--- src/rtl/regwrite_arbiter.sv ---
// regwrite_arbiter: two-requester round-robin arbiter in front of the register
// file write port. One request per cycle is granted; grant and write outputs
// appear one cycle after the request is sampled.
//
// Optional feature macro: REGWRITE_ARBITER_LOCK_EN adds lock0/lock1 inputs.
// A requester granted with its lock high keeps winning ties for as long as
// it holds req and lock high.
//
// Ports:
//   clk            clock, all state updates on posedge
//   reset          asynchronous active-high reset
//   req0/req1      write requests
//   addr0/addr1    destination register of each requester
//   data0/data1    write data of each requester
//   lock0/lock1    (REGWRITE_ARBITER_LOCK_EN only) hold-arbitration request
//   gnt0/gnt1      registered one-cycle grant pulses
//   wr_enable      registered write enable (0 for address 0)
//   wr_addr        registered write address
//   wr_data        registered write data
//   busy           high in any cycle where a grant is high
module regwrite_arbiter #(
    parameter int unsigned DATA_WIDTH = 32,
    parameter int unsigned ADDR_WIDTH = 5
) (
    input  logic                  clk,
    input  logic                  reset,
`ifdef REGWRITE_ARBITER_LOCK_EN
    input  logic                  lock0,
    input  logic                  lock1,
`endif
    input  logic                  req0,
    input  logic                  req1,
    input  logic [ADDR_WIDTH-1:0] addr0,
    input  logic [ADDR_WIDTH-1:0] addr1,
    input  logic [DATA_WIDTH-1:0] data0,
    input  logic [DATA_WIDTH-1:0] data1,
    output logic                  gnt0,
    output logic                  gnt1,
    output logic                  wr_enable,
    output logic [ADDR_WIDTH-1:0] wr_addr,
    output logic [DATA_WIDTH-1:0] wr_data,
    output logic                  busy
);

    typedef enum logic {
        IDLE  = 1'b0,
        WRITE = 1'b1
    } state_t;

    state_t                  state_q, state_d;
    logic                    last_q, last_d;     // most recent winner: 1 = requester 1
    logic                    gnt0_q, gnt0_d;
    logic                    gnt1_q, gnt1_d;
    logic                    we_q, we_d;
    logic [ADDR_WIDTH-1:0]   addr_q, addr_d;
    logic [DATA_WIDTH-1:0]   data_q, data_d;
    logic                    win;                // this cycle's winner: 1 = requester 1
`ifdef REGWRITE_ARBITER_LOCK_EN
    logic                    lock_q, lock_d;     // last grant was taken with lock high
`endif

    // Next-state, arbitration and write-port capture.
    always_comb begin
        state_d = IDLE;
        last_d  = last_q;
        gnt0_d  = 1'b0;
        gnt1_d  = 1'b0;
        we_d    = 1'b0;
        addr_d  = addr_q;
        data_d  = data_q;
        win     = 1'b0;
`ifdef REGWRITE_ARBITER_LOCK_EN
        lock_d  = 1'b0;
`endif

        if (req0 && req1) begin
            win = ~last_q;
`ifdef REGWRITE_ARBITER_LOCK_EN
            // Locked owner keeps the port while it still holds its lock.
            if (lock_q && (last_q ? lock1 : lock0)) begin
                win = last_q;
            end
`endif
        end else begin
            win = req1;
        end

        if (req0 || req1) begin
            state_d = WRITE;
            last_d  = win;
            gnt0_d  = ~win;
            gnt1_d  = win;
            addr_d  = win ? addr1 : addr0;
            data_d  = win ? data1 : data0;
            // Register 0 is hard-wired zero: grant it but never write it.
            we_d    = (addr_d != ADDR_WIDTH'(0));
`ifdef REGWRITE_ARBITER_LOCK_EN
            lock_d  = win ? lock1 : lock0;
`endif
        end
    end

    // State and output registers; reset cancels any in-flight write.
    always_ff @(posedge clk or posedge reset) begin
        if (reset) begin
            state_q <= IDLE;
            last_q  <= 1'b1;
            gnt0_q  <= 1'b0;
            gnt1_q  <= 1'b0;
            we_q    <= 1'b0;
            addr_q  <= '0;
            data_q  <= '0;
`ifdef REGWRITE_ARBITER_LOCK_EN
            lock_q  <= 1'b0;
`endif
        end else begin
            state_q <= state_d;
            last_q  <= last_d;
            gnt0_q  <= gnt0_d;
            gnt1_q  <= gnt1_d;
            we_q    <= we_d;
            addr_q  <= addr_d;
            data_q  <= data_d;
`ifdef REGWRITE_ARBITER_LOCK_EN
            lock_q  <= lock_d;
`endif
        end
    end

    assign gnt0      = gnt0_q;
    assign gnt1      = gnt1_q;
    assign wr_enable = we_q;
    assign wr_addr   = addr_q;
    assign wr_data   = data_q;
    // A grant is high exactly in WRITE cycles.
    assign busy      = (state_q == WRITE);

endmodule
--- config.mk ---
export PLATFORM = sky130hd
export DESIGN_NAME = regwrite_arbiter
export DESIGN_NICKNAME = d
export VERILOG_FILES = /design/src/rtl/regwrite_arbiter.sv
export SDC_FILE = /design/constraint.sdc
export NUM_CORES = 1
export LEC_CHECK = 0
export BUFFER_PORTS_ARGS = -buffer_cell sky130_fd_sc_hd__buf_2
export CAP_MARGIN = 20
export CORE_MARGIN = 5
export CORE_UTILIZATION = 38
export CTS_CLUSTER_SIZE = 28
export DETAILED_ROUTE_END_ITERATION = 12
export PLACE_DENSITY = 0.8
export REMOVE_ABC_BUFFERS = 1
export SYNTH_ARGS = -nofsm -noshare
export SYNTH_HDL_FRONTEND = slang
export SYNTH_SLANG_ARGS = --single-unit
--- constraint.sdc ---
create_clock -name clk -period 1.35 [get_ports clk]
set_input_delay 0.27 -clock clk [delete_from_list [all_inputs] [get_ports clk]]
set_output_delay 0.27 -clock clk [all_outputs]
set_load 0.02 [all_outputs]
==> results.toml <==
[timing]
finClkSkew_ns = 0.003388
rsz0062_at_grt = "true"
finalSetupTns_ns = -0.001233
finalHoldViolCount = 0
tightest_slew_ns = 0.3713
finalCritPeriodShare = 1.001
setup_slack_ns = -0.001233
maxSlewHeadroom = 0.7510
setup_viol = 1
min_period_ns = 1.351
maxSlewViolCount = 0
fmax_mhz = 740.1
holdWs_ns = 0.1802

[floorplan]
ioPinCount = 119
fp-row-count = 26
die_w_um = 81.19
initial_core_util = 0.3844
die_h_um = 81.19
dieArea_um2 = 6591
core-area_um2 = 5010

[power]
p_leak_nw = 1.557
pwr-share-comb = 0.292
max-vdd-ir-drop_mv = 0.7056
p_total_mw = 3.269
p_sw_mw = 0.9960
p_int_mw = 2.273
p_clk_frac = 0.252
cellPowerDensity_nw_per_um2 = 1183
seqPwrFrac = 0.457
power.share.switching = 0.3046

[finish]
final_util = 0.5514
area_delta_synth_final_pct = 43.47
fill_cells = 466
layout_commonest_cell = "buf_2"
nNetsFinal = 356
regArea_um2 = 1052
multi_input_area_um2 = 739.5
final_cell_mix = "buf_2 (118), dfrtp_1 (41), a21o_1 (32)"
antenna_cells = 0
drive_above_1_share = 0.5448

[synth]
synth.ff_latch_count = 42
avgSynthCellArea_um2 = 12.84
yosys_warnings = 0
seq_area_frac_synth = 0.5465
yosysUniqueCellTypes = 22
syn_inst = 150
syn_area_um2 = 1926

[clocking]
cts.sinks = 42
h-tree-depth = 2
path_clk_slew_ns = 0.08
numCtsBuffers = 5
cts_tree = "done"
cts_root_buf = "clkbuf_8"
clock_path_buffers = 2
clkLatencyLatePin_ns = 0.28

[critical_path]
cpLargestDelayFamily = "flip-flops"
crit_type = "reg2reg"
crit_slowest_cell = "dfstp_2"
worstPathMaxFanout = 15
worstPathRequired_ns = 1.53
path_buf_inv = 2
crit_chain = "a21bo_4 > inv_8 > buf_12 > a22o_1 > a21o_1"
slowest_delay_ns = 0.54
cp-start-kind = "register"
cp.arrival_ns = 1.53
end_kind = "register"

[worst_hold_path]
hold_class = "in2reg"

[outcome]
status = "finished, violations left"
violations = "negative setup slack"

[place]
dpl.hpwl_um = 3949
place_worst_setup_slack_ns = -0.009166
routabilityCongestion = 0.7467
io_buffers = 118

[global_routing]
grt_max_degree = 21
grt_pass1_wl_um = 7893
gr-total-overflow = 0
grt_pass1_vias = 1740
antenna_found_initial = 0
track_usage = 0.1553

[routing]
first_pass_iters = 4
via_per_inst = 4.980
drc = 0
ant_nets = 0
routed_wl_um = 5153
wire_per_inst_um = 14.77
initialDrtViolationCount = 48
via_count = 1738

[run]
max_cap_violations = 0
==> timing repair <==
action / in CTS / in global routing
endpoints found under the setup margin: 5 / 18
gates resized for setup: 0 / 0
hold buffers: 1 / 0
hold endpoints to repair: 5 / 0
cloned: 0 / 0
setup buffers: 1 / 0
==> power by group through the flow <==
stage	registers, mW	clock network [mW]	logic, mW
floorplan	1.71	0	0.324
global placement	1.51	0	0.939
detailed placement	1.52	0	0.958
CTS	1.49	0.861	0.972
global route	1.51	0.928	1.03
finish	1.49	0.823	0.953
==> final timing paths <==
kind | start | endpoint | slack [ns] | depth (start not counted)
setup reg to reg | last_q | wr_data[31] | -0.001 | 5
setup / recovery | last_q | wr_data[31] | -0.001 | 5
hold reg to reg | wr_data[7] | wr_data[7] | 0.58 | 2
max in group asynchronous | reset | wr_data[18] | 0.47 | 4
min in group asynchronous | reset | wr_addr[4] | 0.46 | 3
hold / removal | data0[8] | wr_data[8] | 0.18 | 2
==> logic make-up (layout without fill, tap and decap cells) <==
group,after synthesis,in the layout,synth area share
flip-flops,42,42,0.5465
buffers and inverters,14,143,0.06952
AO/OA/AOI/OAI,71,71,0.3015
AND/OR/NAND/NOR,18,18,0.05328
multiplexers,5,5,0.02924
==> per-layer routing <==
metal / part of all wire / global-route usage
met5: 0 / 0
met4: 0.012 / 0.05405
met3: 0.079 / 0.03659
met2: 0.51 / 0.2668
met1: 0.40 / 0.1904
==> stage by stage <==
step	instances	cell area [µm²]
global route	349	2763
finish	349	2763
detailed placement	339	2654
global placement	339	2654
CTS	349	2763
floorplan	139	1810
==> cells in the mapped netlist <==
cell / number / area (µm²)
nand2_1: 1 / 3.750
a22o_2: 4 / 40.04
mux2_2: 5 / 56.30
dfstp_2: 1 / 26.28
buf_2: 1 / 5.000
buf_12: 1 / 20.02
nor3_1: 3 / 15.01
buf_6: 6 / 67.56
a21o_1: 32 / 240.2
a22o_1: 28 / 245.2
o21a_1: 1 / 7.510
o22ai_1: 5 / 31.28
inv_1: 2 / 7.510
nor2_4: 1 / 11.26
clkbuf_4: 1 / 7.510
inv_8: 1 / 11.26
or4_1: 2 / 15.01
nor2_1: 10 / 37.54
buf_4: 2 / 15.01
dfrtp_1: 41 / 1026
nor2_8: 1 / 20.02
a21bo_4: 1 / 16.27
==> final cells by class <==
type	instances	share of cell area
Sequential cell	42	0.3809
Clock inverter	1	0.001812
Tap cell	70	0.03170
Timing Repair Buffer	132	0.2799
Multi-Input combinational cell	94	0.2677
Inverter	3	0.006793
Clock buffer	7	0.03125
==> flip-flops by register name, summed over array words and instances, names as in the netlist <==
register and flops:
wr_enable 1, last_q 1, wr_addr 5, busy 1, wr_data 32, gnt1 1
gnt0 1
(Power assumes the default switching activity.)
